--- src/rtl/hs_protocol_monitor.sv ---
// hs_protocol_monitor: passive valid/ready checker for NUM_CH independent links.
// Each channel runs a small IDLE/WAIT/HS FSM on the sampled (valid, ready) pair,
// counts handshakes, and raises sticky, set-dominant error flags.
module hs_protocol_monitor #(
  parameter int NUM_CH      = 4,
  parameter int DATA_W      = 8,
  parameter int TIMEOUT     = 16,
  parameter int SINGLE_BEAT = 1,
  parameter int CNT_W       = 16
) (
  input  logic                     clk,
  input  logic                     rst_n,
  input  logic [NUM_CH-1:0]        valid,
  input  logic [NUM_CH-1:0]        ready,
  input  logic [NUM_CH*DATA_W-1:0] data,
  input  logic                     clr_err,
  output logic [NUM_CH-1:0]        hs_pulse,
  output logic [NUM_CH*CNT_W-1:0]  hs_count,
  output logic [NUM_CH-1:0]        err_drop,
  output logic [NUM_CH-1:0]        err_stable,
  output logic [NUM_CH-1:0]        err_timeout,
  output logic [NUM_CH-1:0]        err_linger,
  output logic                     err_any
);

  // Stall counter only needs to reach TIMEOUT, where it saturates.
  localparam int STALL_W = $clog2(TIMEOUT + 1);

  localparam logic [1:0] ST_IDLE = 2'd0;
  localparam logic [1:0] ST_WAIT = 2'd1;
  localparam logic [1:0] ST_HS   = 2'd2;

  // Next-state error summary per channel, so err_any lines up with the flags.
  logic [NUM_CH-1:0] ch_err_d;
  logic              err_any_q;
  logic              err_any_d;

  genvar gi;
  generate
    for (gi = 0; gi < NUM_CH; gi++) begin : g_ch
      logic [1:0]         state_q, state_d;
      logic [DATA_W-1:0]  cap_q, cap_d;
      logic [STALL_W-1:0] stall_q, stall_d;
      logic [STALL_W-1:0] stall_inc;
      logic               pulse_q, pulse_d;
      logic [CNT_W-1:0]   cnt_q, cnt_d;
      logic               drop_q, drop_d;
      logic               stable_q, stable_d;
      logic               timeout_q, timeout_d;
      logic               linger_q, linger_d;
      logic               set_drop, set_stable, set_timeout, set_linger;
      logic               as_idle;
      logic               v, r;
      logic [DATA_W-1:0]  d;

      assign v = valid[gi];
      assign r = ready[gi];
      assign d = data[gi*DATA_W +: DATA_W];
      assign stall_inc = stall_q + 1'b1;

      // Channel FSM, handshake counter and error event detection.
      always_comb begin
        state_d     = state_q;
        cap_d       = cap_q;
        stall_d     = '0;
        pulse_d     = 1'b0;
        cnt_d       = cnt_q;
        set_drop    = 1'b0;
        set_stable  = 1'b0;
        set_timeout = 1'b0;
        set_linger  = 1'b0;
        as_idle     = 1'b0;

        case (state_q)
          ST_WAIT: begin
            if (!v) begin
              state_d  = ST_IDLE;
              set_drop = 1'b1;
            end else if (r) begin
              state_d = ST_HS;
              pulse_d = 1'b1;
              if (cnt_q != '1) cnt_d = cnt_q + 1'b1;
            end else begin
              // Still stalled: one stable flag per payload change, then recapture.
              if (d != cap_q) begin
                set_stable = 1'b1;
                cap_d      = d;
              end
              stall_d = stall_q;
              if (stall_q < STALL_W'(TIMEOUT)) begin
                stall_d = stall_inc;
                if (stall_inc == STALL_W'(TIMEOUT)) set_timeout = 1'b1;
              end
            end
          end
          ST_HS: begin
            if (SINGLE_BEAT != 0) begin
              if (!v) begin
                state_d = ST_IDLE;
              end else begin
                // Lingering valid is flagged but also treated as a fresh transfer.
                set_linger = 1'b1;
                as_idle    = 1'b1;
              end
            end else begin
              as_idle = 1'b1;
            end
          end
          default: as_idle = 1'b1;
        endcase

        if (as_idle) begin
          if (v && r) begin
            state_d = ST_HS;
            pulse_d = 1'b1;
            if (cnt_q != '1) cnt_d = cnt_q + 1'b1;
          end else if (v) begin
            state_d = ST_WAIT;
            cap_d   = d;
            stall_d = STALL_W'(1);
          end else begin
            state_d = ST_IDLE;
          end
        end

        // Set-dominant sticky flags.
        drop_d    = set_drop    | (drop_q    & ~clr_err);
        stable_d  = set_stable  | (stable_q  & ~clr_err);
        timeout_d = set_timeout | (timeout_q & ~clr_err);
        linger_d  = set_linger  | (linger_q  & ~clr_err);
      end

      assign ch_err_d[gi] = drop_d | stable_d | timeout_d | linger_d;

      // Channel state registers with synchronous active-low reset.
      always_ff @(posedge clk) begin
        if (!rst_n) begin
          state_q   <= ST_IDLE;
          cap_q     <= '0;
          stall_q   <= '0;
          pulse_q   <= 1'b0;
          cnt_q     <= '0;
          drop_q    <= 1'b0;
          stable_q  <= 1'b0;
          timeout_q <= 1'b0;
          linger_q  <= 1'b0;
        end else begin
          state_q   <= state_d;
          cap_q     <= cap_d;
          stall_q   <= stall_d;
          pulse_q   <= pulse_d;
          cnt_q     <= cnt_d;
          drop_q    <= drop_d;
          stable_q  <= stable_d;
          timeout_q <= timeout_d;
          linger_q  <= linger_d;
        end
      end

      assign hs_pulse[gi]                 = pulse_q;
      assign hs_count[gi*CNT_W +: CNT_W]  = cnt_q;
      assign err_drop[gi]                 = drop_q;
      assign err_stable[gi]               = stable_q;
      assign err_timeout[gi]              = timeout_q;
      assign err_linger[gi]               = linger_q;
    end
  endgenerate

  // Summary error bit computed from next-state flags of every channel.
  always_comb begin
    err_any_d = |ch_err_d;
  end

  // Registered summary error output.
  always_ff @(posedge clk) begin
    if (!rst_n) err_any_q <= 1'b0;
    else        err_any_q <= err_any_d;
  end

  assign err_any = err_any_q;

endmodule

--- config.mk ---
export PLATFORM = sky130hd
export DESIGN_NAME = hs_protocol_monitor
export DESIGN_NICKNAME = d
export VERILOG_FILES = /design/src/rtl/hs_protocol_monitor.sv
export SDC_FILE = /design/constraint.sdc
export NUM_CORES = 1
export LEC_CHECK = 0
export ABC_AREA = 0
export CAP_MARGIN = 20
export CORE_ASPECT_RATIO = 0.9
export CORE_MARGIN = 2
export CORE_UTILIZATION = 45
export CTS_CLUSTER_SIZE = 16
export DETAILED_ROUTE_END_ITERATION = 8
export MAX_ROUTING_LAYER = met4
export PLACE_DENSITY = 0.71
export SYNTH_ARGS = -nofsm -noshare
export SYNTH_HDL_FRONTEND = slang
export SYNTH_SLANG_ARGS = --single-unit
export TNS_END_PERCENT = 20
--- constraint.sdc ---
create_clock -name clk -period 5.8 [get_ports clk]
set_input_delay 0.87 -clock clk [delete_from_list [all_inputs] [get_ports clk]]
set_output_delay 0.87 -clock clk [all_outputs]
set_load 0.02 [all_outputs]
## Word level (Yosys, flattened, before mapping)

Cells that the tools add are included.

- $add $sub $neg: 8
- $lt $le $gt $ge: 4
- Eq/ne operators: 28
- Mux-type cells: 188
- Bitwise logic cells: 45
- Reduce and logical (&&, ||, !) cells: 13

Operators by type and width:

| kind | count |
|---|---|
| $mux W16 | 28 |
| $mux W8 | 28 |
| $mux W5 | 28 |
| $mux W1 | 76 |
| $add A16 B1 Y16 const B | 4 |
| $ne A16 B16 Y1 const B | 4 |
| $mux W2 | 20 |
| $ne A8 B8 Y1 | 4 |
| $or A1 B1 Y1 | 28 |
| $add A5 B1 Y5 const B | 4 |
| $eq A5 B5 Y1 const B | 4 |
| $lt A5 B5 Y1 const B | 4 |
| $and A1 B1 Y1 | 16 |
| $ne A4 B4 Y1 const B | 4 |
| $pmux W2 S2 | 4 |
| $ne A3 B3 Y1 const B | 4 |
| $reduce_and A3 Y1 | 4 |
| $reduce_bool A3 Y1 | 4 |
| $eq A2 B1 Y1 const B | 4 |
| $eq A2 B2 Y1 const B | 4 |
| $pmux W1 S2 | 4 |
| $logic_and A1 B1 Y1 | 4 |
| $reduce_or A4 Y1 | 1 |
| $not A1 Y1 | 1 |

- Bits in registers: 145
- Input port bits: 43
- Output and inout port bits: 85
- Word-level logic and storage cells: 323

## Longest topological paths before layout

- Depth in word-level cells: 11
- Depth in mapped cells: 8
- Mapped depth without buffers: 8

## Least setup slack after synthesis

OpenSTA, ideal clock, no wires.

- Path kind: input-to-reg
- Start point: input data[23]
- End point: register err_any_q, in the netlist err_any
- Setup time: 0.125 ns
- Data arrival time: 2.382 ns
- Required time: 5.675 ns
- Path slack: 3.293 ns
- Stages: 6
- Buffers on the path: 0
- Cells stage by stage: xor2_1 > nor4_2 > a41o_1 > o21ai_1 > or4_1 > o41a_1

- Cells in the longest elaborated chain, start to end: 10

Ends and longest elaborated chain:

| what | RTL line | source |
|---|---|---|
| from (decl) | 15 | `input logic [NUM_CH*DATA_W-1:0] data,` |
| $ne A8 B8 Y1 | 85 | `if (d != cap_q) begin` |
| $mux W1 | 85 |  |
| $mux W1 | 79 | `end else if (r) begin` |
| $mux W1 | 76 | `if (!v) begin` |
| $mux W1 | 74 | `case (state_q)` |
| $or A1 B1 Y1 | 128 | `stable_d = set_stable \| (stable_q & ~clr_err);` |
| $or A1 B1 Y1 (3 in a row) | 133 | `assign ch_err_d[gi] = drop_d \| stable_d \| timeout_d \| linger_d;` |
| $reduce_or A4 Y1 | 171 | `err_any_d = \|ch_err_d;` |
| to (signal assigned) | 177 | `else err_any_q <= err_any_d;` |
| to (decl) | 35 | `logic err_any_q;` |

Every way passes these cells.
A chain may end at the register's enable or synchronous reset.

==> results.sh <==
export IMPL_vias=5482
export IMPL_postSynthAreaPerCell_um2=8.89
export IMPL_io_pins=128
export IMPL_synthTopCellsByArea="dfxtp_1, nor2_1, xor2_1, mux2i_1, xnor2_1"
export IMPL_synth_top_family_by_area="simple AND/OR/NAND/NOR gates"
export IMPL_final_max_slew_viol_count=0
export IMPL_multi_input_area_um2=3560
export IMPL_cts_root_buffer="clkbuf_16"
export IMPL_grt_pass1_wl_mm=24.7
export IMPL_endpoint_kind="flip-flop"
export IMPL_postSynthCellCount=759
export IMPL_area_growth_pct=28.9
export IMPL_start_util_pct=46.0
export IMPL_hold_path_class="reg2reg"
export IMPL_cts_tree="done"
export IMPL_maxCapViolCount=0
export IMPL_p_leak_nw=3.21
export IMPL_die_y_um=120
export IMPL_drt_iter0_drc=234
export IMPL_worstMarginPinSlew_ns=0.923
export IMPL_io_buffer_count=127
export IMPL_final_area_um2=8690
export IMPL_grt_remaining_overflow=0
export IMPL_place_congestion=0.813
export IMPL_fp_dieArea_um2=16000
export IMPL_p_comb_share_pct=7.1
export IMPL_dpl_cell_area_um2=8040
export IMPL_detail_route_antenna_nets=0
export IMPL_num_antenna_cells=0
export IMPL_drc=0
export IMPL_rows=42
export IMPL_status="finished clean"
export IMPL_via_per_inst=5.09
export IMPL_grt_pass1_vias=5083
export IMPL_synth_area_leader_cell="dfxtp_1"
export IMPL_p_sw_share_pct=21.4
export IMPL_fin_crit_sh_pct=48.2
export IMPL_ys_seq_elements=145
export IMPL_ys_seq_area_share_pct=43.0
export IMPL_clockBufferDepth=2
export IMPL_synthAdderAreaFrac_pct=2.97
export IMPL_period_needed_ns=2.80
export IMPL_crit_type="in2reg"
export IMPL_seqPwrFrac_pct=43.4
export IMPL_htreeDepth=4
export IMPL_post_drt_wl_per_cell_um=13.8
export IMPL_grt_max_degree=67
export IMPL_synth_cell_types=59
export IMPL_synth_area_um2=6750
export IMPL_cp_max_fo=66
export IMPL_synth_cells_most_frequent="dfxtp_1, nor2_1, xor2_1"
export IMPL_die_w_um=133
export IMPL_clk_latency_ns=0.41
export IMPL_grt_total_usage_pct=19.8
export IMPL_synthArstFlopShare_pct=0
export IMPL_netlist_area_leader_share_pct=43.0
export IMPL_place_hpwl_mm=10.5
export IMPL_fin_worst_skew_ns=0.00633
export IMPL_coreArea_um2=14700
export IMPL_synth_most_common_cell="dfxtp_1"
export IMPL_netSwitchingPower_w=0.000513
export IMPL_dr_pass1_iters=4
export IMPL_clk_pin_slew_ns=0.06
export IMPL_slew_headroom_pct=37.9
export IMPL_fillers=1301
export IMPL_pwr_share_clk_pct=49.6
export IMPL_critPathLaunchType="input pin"
export IMPL_rsz0062_at_grt="false"
export IMPL_required_ns=6.15
export IMPL_cts_setup_buffers=0
export IMPL_synth_mux_area_share_pct=5.94
export IMPL_p_per_area_nw_per_um2=275
export IMPL_finalSetupViolCount=0
export IMPL_wirelength_mm=14.9
export IMPL_yosys_area_share_simple_pct=23.5
export IMPL_peakVddDrop_mv=0.220
export IMPL_synthXorXnorAreaFrac_pct=11.9
export IMPL_cts_inserted_buffers=17
export IMPL_p_int_w=0.00188
export IMPL_antenna_found_initial=0
export IMPL_setup_tns_ns=0
export IMPL_clock_fmax_mhz=357
export IMPL_synth_edf_count=0
export IMPL_nets=925
export IMPL_ys_warn_count=0
export IMPL_synth_nets=818
export IMPL_synthFlopType="dfxtp_1"
export IMPL_holdBufCountCts=0
export IMPL_cts_sinks=145
export IMPL_critical_path_arrival_ns=3.15
export IMPL_synth_compound_area_share_pct=8.33
export IMPL_regArea_um2=2900
export IMPL_drive_above_1_share_pct=5.23
export IMPL_cts_resized_gates=0
export IMPL_finalHoldViolations=0
==> registers in the layout, summed over array words and instances (netlist names) <==
register	count
g_ch.linger_q	4
g_ch.pulse_q	4
err_any	1
g_ch.cnt_q	64
g_ch.state_q	8
g_ch.cap_q	32
g_ch.timeout_q	4
g_ch.stable_q	4
g_ch.stall_q	20
g_ch.drop_q	4
==> through the flow <==
step,power [W],instances,utilization [%],hold slack [ns],setup WS (ns)
CTS,0.00241,1077,59.3,0.485,2.97
global route,0.00248,1077,59.3,0.501,2.77
detailed placement,0.00123,1045,54.9,0.476,2.54
floorplan,0.00116,759,-,0.450,3.29
global placement,0.00123,1045,54.9,0.464,2.59
finish,0.00239,1077,59.3,0.484,3.00
==> cell families (layout without fill, tap and decap cells) <==
logic type	Yosys count	after routing
simple gates	329	329
flops	145	145
xor+xnor	92	92
compound gates	83	83
buf+inv	54	174
mux	40	40
fa+ha+maj	16	16
==> path summary, 6_finish.rpt <==
check | start | to | slack, ns | cells after the start
setup / recovery | rst_n | g_ch[2].stall_q[3]$_SDFF_PN0_ | 3.00 | 7
setup reg to reg | g_ch[3].cnt_q[0]$_SDFF_PN0_ | g_ch[3].cnt_q[10]$_SDFF_PN0_ | 3.63 | 7
hold / removal | g_ch[2].linger_q$_SDFF_PN0_ | g_ch[2].linger_q$_SDFF_PN0_ | 0.48 | 2
hold reg to reg | g_ch[2].linger_q$_SDFF_PN0_ | g_ch[2].linger_q$_SDFF_PN0_ | 0.48 | 2
==> layer usage <==
layer	up-vias	share of wire [%]	track usage (%)
met5	-	0	-
met4	0	1.4	5.51
met3	18	5.4	6.34
met2	126	43	29.3
met1	2519	50	26.0
li1	2819	-	-
==> placed cells by master (no fill, tap or decap), types with 16 or more instances in the layout <==
cell / n
dfxtp_1: 145
a21oi_1: 27
mux2i_1: 40
xor2_1: 50
ha_1: 16
nor2_1: 136
clkdlybuf4s50_1: 127
and3_1: 16
nand4_1: 21
clkbuf_16: 17
nand3_1: 35
nand2_1: 49
xnor2_1: 42
==> power groups by stage <==
stage | combinational [W] | sequential, W | clock [W]
2_1_floorplan | 0.0000985 | 0.00106 | 0
3_3_place_gp | 0.000169 | 0.00106 | 0
5_1_grt | 0.000186 | 0.00104 | 0.00126
4_1_cts | 0.000171 | 0.00104 | 0.00121
3_5_place_dp | 0.000171 | 0.00106 | 0
6_report | 0.000169 | 0.00104 | 0.00119
==> worst max-delay path, stage by stage <==
cell             delay, ns
clkdlybuf4s50_1       0.46
buf_4                 0.25
clkinv_2              0.51
buf_4                 0.53
nor2_1                0.23
nand2_1               0.13
nor2_1                0.12
==> final cells by class <==
class,instances,area share [%]
clock inverters,8,1.71
repair buffers,129,14.8
clock buffers,24,5.77
flip-flops and latches,145,33.4
multi-input cells,560,40.9
inverters,13,0.576
well taps,198,2.85
No activity file was read; power rests on OpenSTA's default activity.
